<file path="src/rtl/button_click_decoder.sv">
// rtl/button_click_decoder.sv - groups press pulses arriving within a gap window into one click-count event
module button_click_decoder #(
  parameter int GAP_CYCLES = 16,
  parameter int MAX_CLICKS = 3,
  localparam int CW = $clog2(MAX_CLICKS + 1)
) (
  input  logic          clk_sys,
  input  logic          rst,
  input  logic          press_in,
  output logic          click_valid,
  input  logic          click_ready,
  output logic [CW-1:0] click_count,
  output logic          busy,
  output logic          overflow
);

  localparam int TW = $clog2(GAP_CYCLES);

  typedef enum logic [0:0] {
    IDLE  = 1'b0,
    COUNT = 1'b1
  } state_t;

  state_t          state_q, state_d;
  logic [TW-1:0]   timer_q, timer_d;
  logic [CW-1:0]   cnt_q, cnt_d;
  logic            press_d_q;
  logic            valid_q, valid_d;
  logic [CW-1:0]   count_q, count_d;
  logic            busy_q, busy_d;
  logic            ovf_q, ovf_d;
  logic            press_evt;
  logic            emit;

  assign press_evt = press_in & ~press_d_q;

  always_comb begin
    state_d = state_q;
    timer_d = timer_q;
    cnt_d   = cnt_q;
    emit    = 1'b0;
    unique case (state_q)
      IDLE: begin
        if (press_evt) begin
          state_d = COUNT;
          cnt_d   = CW'(1);
          timer_d = '0;
        end
      end
      COUNT: begin
        // A press in the expiry cycle extends the group rather than closing it.
        if (press_evt) begin
          timer_d = '0;
          if (cnt_q != CW'(MAX_CLICKS)) begin
            cnt_d = cnt_q + 1'b1;
          end
        end else if (timer_q == TW'(GAP_CYCLES - 1)) begin
          emit    = 1'b1;
          state_d = IDLE;
          cnt_d   = '0;
          timer_d = '0;
        end else begin
          timer_d = timer_q + 1'b1;
        end
      end
      default: state_d = IDLE;
    endcase
  end

  always_comb begin
    valid_d = valid_q;
    count_d = count_q;
    ovf_d   = ovf_q;
    busy_d  = (state_d == COUNT);
    if (valid_q && click_ready) begin
      valid_d = 1'b0;
    end
    // Slot is free when empty or being accepted this cycle.
    if (emit) begin
      if (!valid_q || click_ready) begin
        valid_d = 1'b1;
        count_d = cnt_q;
      end else begin
        ovf_d = 1'b1;
      end
    end
  end

  always_ff @(posedge clk_sys or posedge rst) begin
    if (rst) begin
      state_q   <= IDLE;
      timer_q   <= '0;
      cnt_q     <= '0;
      press_d_q <= 1'b0;
      valid_q   <= 1'b0;
      count_q   <= '0;
      busy_q    <= 1'b0;
      ovf_q     <= 1'b0;
    end else begin
      state_q   <= state_d;
      timer_q   <= timer_d;
      cnt_q     <= cnt_d;
      press_d_q <= press_in;
      valid_q   <= valid_d;
      count_q   <= count_d;
      busy_q    <= busy_d;
      ovf_q     <= ovf_d;
    end
  end

  assign click_valid = valid_q;
  assign click_count = count_q;
  assign busy        = busy_q;
  assign overflow    = ovf_q;

endmodule

</file>
<file path="config.mk">
export PLATFORM = sky130hd
export DESIGN_NAME = button_click_decoder
export DESIGN_NICKNAME = d
export VERILOG_FILES = /design/src/rtl/button_click_decoder.sv
export SDC_FILE = /design/constraint.sdc
export NUM_CORES = 1
export LEC_CHECK = 0
export CORE_AREA = 2 2 39 41
export DETAILED_ROUTE_END_ITERATION = 6
export DIE_AREA = 0 0 41 43
export GPL_TIMING_DRIVEN = 0
export PLACE_DENSITY = 0.71
export RECOVER_POWER = 100
export SETUP_SLACK_MARGIN = 0.1
export SYNTH_ARGS = -nofsm -noshare
export SYNTH_HDL_FRONTEND = slang
export SYNTH_SLANG_ARGS = --single-unit
</file>
<file path="constraint.sdc">
create_clock -name clk_sys -period 1.9 [get_ports clk_sys]
set_clock_uncertainty 0.2 [all_clocks]
set_input_delay 0.285 -clock clk_sys [delete_from_list [all_inputs] [get_ports clk_sys]]
set_output_delay 0.285 -clock clk_sys [all_outputs]
set_load 0.005 [all_outputs]
</file>
==> metrics <==
run status=completed; io pins=9; clock latency at the later pin of the worst-skew pair=0.28 ns; worst reg2reg path startpoint=timer_q[0]$_DFFE_PP0P_; Placed Cells incl. Taps=74; number of port buffers=8; total setup violations reported at the end of the flow=0; global-route wire length before repair=1.39 mm; drt first pass iters=4; antenna-violating nets left=0; Hold Fails Final Rpt=0; post-synthesis cell type with the largest combined area=sky130_fd_sc_hd__dfrtp_1; Synth area leaders=sky130_fd_sc_hd__dfrtp_1 (54%), sky130_fd_sc_hd__ha_1 (4.5%), sky130_fd_sc_hd__buf_6 (4.0%); slowest cell on the critical path=sky130_fd_sc_hd__dfrtp_1; horizontal die dimension=a little over 40 um; Critical path buffers and inverters=0; via count of the first global-routing pass=351; drc violations=0; Pwr per Cell Area=1120 mW/mm2; CP startpoint=timer_q[0]$_DFFE_PP0P_; final total power=754 uW; initial antenna violation count=0; clock tree from TritonCTS=yes; total track usage=12.4%; Max FO, Critical Path=5; cells traversed along the worst timing path=ha_1 -> nand4_1 -> nor3_2 -> mux2_2; worst setup path category=reg2reg; Sink Count=12; routed length per instance=11.7 um; final critical-path share of the clock period=93.2%; number of warnings reported in the yosys synthesis log=0; unrepaired setup endpoints after global routing=false; mean cell area of the mapped netlist=11.2 um2; arrival time at the worst endpoint=between 1.5 and 2 ns; DR vias/cell=5.17; number of antenna repair diodes=0; post-synthesis sequential area ratio=53.7%; worst slew pin tran=0.445 ns; final net count=between 60 and 70; path category of the worst min-delay check=in2async; cell type group with the largest total delay on the critical path=simple AND/OR/NAND/NOR gates; static power due to leakage=0.000323 uW; Hold Slack=0.245 ns; placer's final routability congestion estimate=between 0.7 and 0.8; timing-limited maximum frequency=0.565 GHz; time the final worst path needs with I/O delays and setup=roughly 1.8 ns; vertical die dimension=43 um; starting density of the core=40.4%; reported max-cap violation count=0; Reg clk slew, reported paths=about 0.07 ns; maximum resistive drop on vdd=0.000470 V; area overhead of the layout relative to synthesis=20.6%; WL final=approximately 900 um; synth unique cells=22; share of the synthesized area in the top cell type=53.7%; CP required=1.86 ns; die area=0.00176 mm2; global route total overflow=0; CTS buffer count=3; Clock Tree Buf Depth=2; utilization of the core after routing=48.7%; maximum number of pins on one net before global-route repair=13; Placeable Area=0.00138 mm2; CTS H-tree depth=1; relative max-transition margin=70.3%; number of synthesized register bits=12; Synth Instances=50; count of non-filler cells in the finished layout=77; post-synthesis instance area=559 um2; Crit path largest cell delay=0.41 ns; Cell Rows=14; capturing element type of the critical path=register; setup total negative slack=0 ns; share of final-layout standard cells stronger than drive strength 1=13.1%; Final Slew Violations=0; Critical Path Start Type=register; Post-Synthesis Net Count=56; initial detailed-routing violation count=5; CTS root buf=sky130_fd_sc_hd__clkbuf_4; via total after detailed routing=398
## worst paths after layout
kind / slack (ns) / endpoint / cells after the start
max in group asynchronous: 0.95 / cnt_q[1]$_DFFE_PP0P_ / 2
min in group clk_sys: 0.25 / overflow$_DFFE_PP0P_ / 1
max: 0.13 / click_count[0]$_DFFE_PP0P_ / 4
min: 0.24 / timer_q[3]$_DFFE_PP0P_ / 2
min reg2reg: 0.25 / overflow$_DFFE_PP0P_ / 1
max reg2reg: 0.13 / click_count[0]$_DFFE_PP0P_ / 4
## cells in the final DEF, fill, tap and decap left out, drive strengths merged, types with 2 or more instances in the layout
| cell | count |
|---|---|
| dfrtp | 12 |
| dlygate4sd3 | 7 |
| nand2 | 4 |
| a21oi | 4 |
| clkbuf | 4 |
| nor2 | 3 |
| nand3 | 3 |
| nor2b | 2 |
| nand4 | 2 |
| a21o | 2 |
| mux2 | 2 |
| nand3b | 2 |
| ha | 2 |
## report_power, final
group / total [uW] / switching, uW / internal, uW
Combinational: 208 / 94.5 / 114
Clock: 156 / 82.4 / 73.6
Sequential: 390 / 63.3 / 327
## per-stage QoR
stage          setup WS, ns  instance area (um2)
6_report              0.129                  674
4_1_cts               0.166                  682
3_5_place_dp       -0.00205                  659
3_3_place_gp        0.00660                  659
2_1_floorplan         0.317                  559
5_1_grt              0.0639                  674
## cells in the mapped netlist
master	count
sky130_fd_sc_hd__nor3_2	1
sky130_fd_sc_hd__nand3b_1	2
sky130_fd_sc_hd__a21o_1	2
sky130_fd_sc_hd__nor2b_1	2
sky130_fd_sc_hd__mux2i_1	1
sky130_fd_sc_hd__nor3b_1	1
sky130_fd_sc_hd__inv_1	1
sky130_fd_sc_hd__dfrtp_1	12
sky130_fd_sc_hd__nand2_1	4
sky130_fd_sc_hd__ha_1	2
sky130_fd_sc_hd__o21ai_0	1
sky130_fd_sc_hd__nand3_1	3
sky130_fd_sc_hd__nand4_1	2
sky130_fd_sc_hd__or2_2	1
sky130_fd_sc_hd__nand2b_1	1
sky130_fd_sc_hd__a311oi_1	1
sky130_fd_sc_hd__mux2_2	2
sky130_fd_sc_hd__xor2_1	1
sky130_fd_sc_hd__buf_6	2
sky130_fd_sc_hd__or3_1	1
sky130_fd_sc_hd__a21oi_1	4
sky130_fd_sc_hd__nor2_1	3
## layer usage
| layer | wire length [um] | track usage, % | part of all wire, % |
|---|---|---|---|
| met5 | 0 | 0 | 0 |
| met4 | 29 | 12.0 | 3.2 |
| met3 | 29 | 3.14 | 3.2 |
| met2 | 420 | 15.3 | 47 |
| met1 | 422 | 16.6 | 47 |
## cell families after synthesis
| group | after synthesis | share of synthesized area (%) |
|---|---|---|
| adders and majority gates | 2 | 4.47 |
| and+or+nand+nor | 21 | 21.0 |
| AOI/OAI and AO/OA | 8 | 8.72 |
| buffers and inverters | 3 | 4.70 |
| xor gates and xnor gates | 1 | 1.57 |
| muxes | 3 | 5.82 |
| DFF | 12 | 53.7 |
## final cells by class
class | count | area [um2]
buffer | 2 | 15.0
clock buffer | 3 | 22.5
fill | 131 | 709
inverter | 1 | 3.75
multi-input combinational | 35 | 233
sequential | 12 | 300
tap | 16 | 20.0
timing repair buffer | 8 | 80.1
## worst reg2reg max path, delay by kind of cell, from the launching register on
| kind | cells | cell delay [ns] |
|---|---|---|
| simple gates | 2 | 0.45 |
| fa+ha+maj | 1 | 0.24 |
| mux | 1 | 0.36 |
| flops | 1 | 0.41 |
## sequential cells by signal (all words and copies together), names as in the netlist
signal       flops
press_d_q        1
timer_q          4
click_count      2
click_valid      1
overflow         1
busy             1
cnt_q            2
## repair_timing
| action | 4_1_cts | 5_1_grt |
|---|---|---|
| endpoints found under the hold margin | 0 | 0 |
| endpoints found under the setup margin | 0 | 1 |
| buffers inserted | 0 | 0 |
| hold buffers | 0 | 0 |
| resized for setup | 0 | 2 |
(Power assumes the default switching activity.)
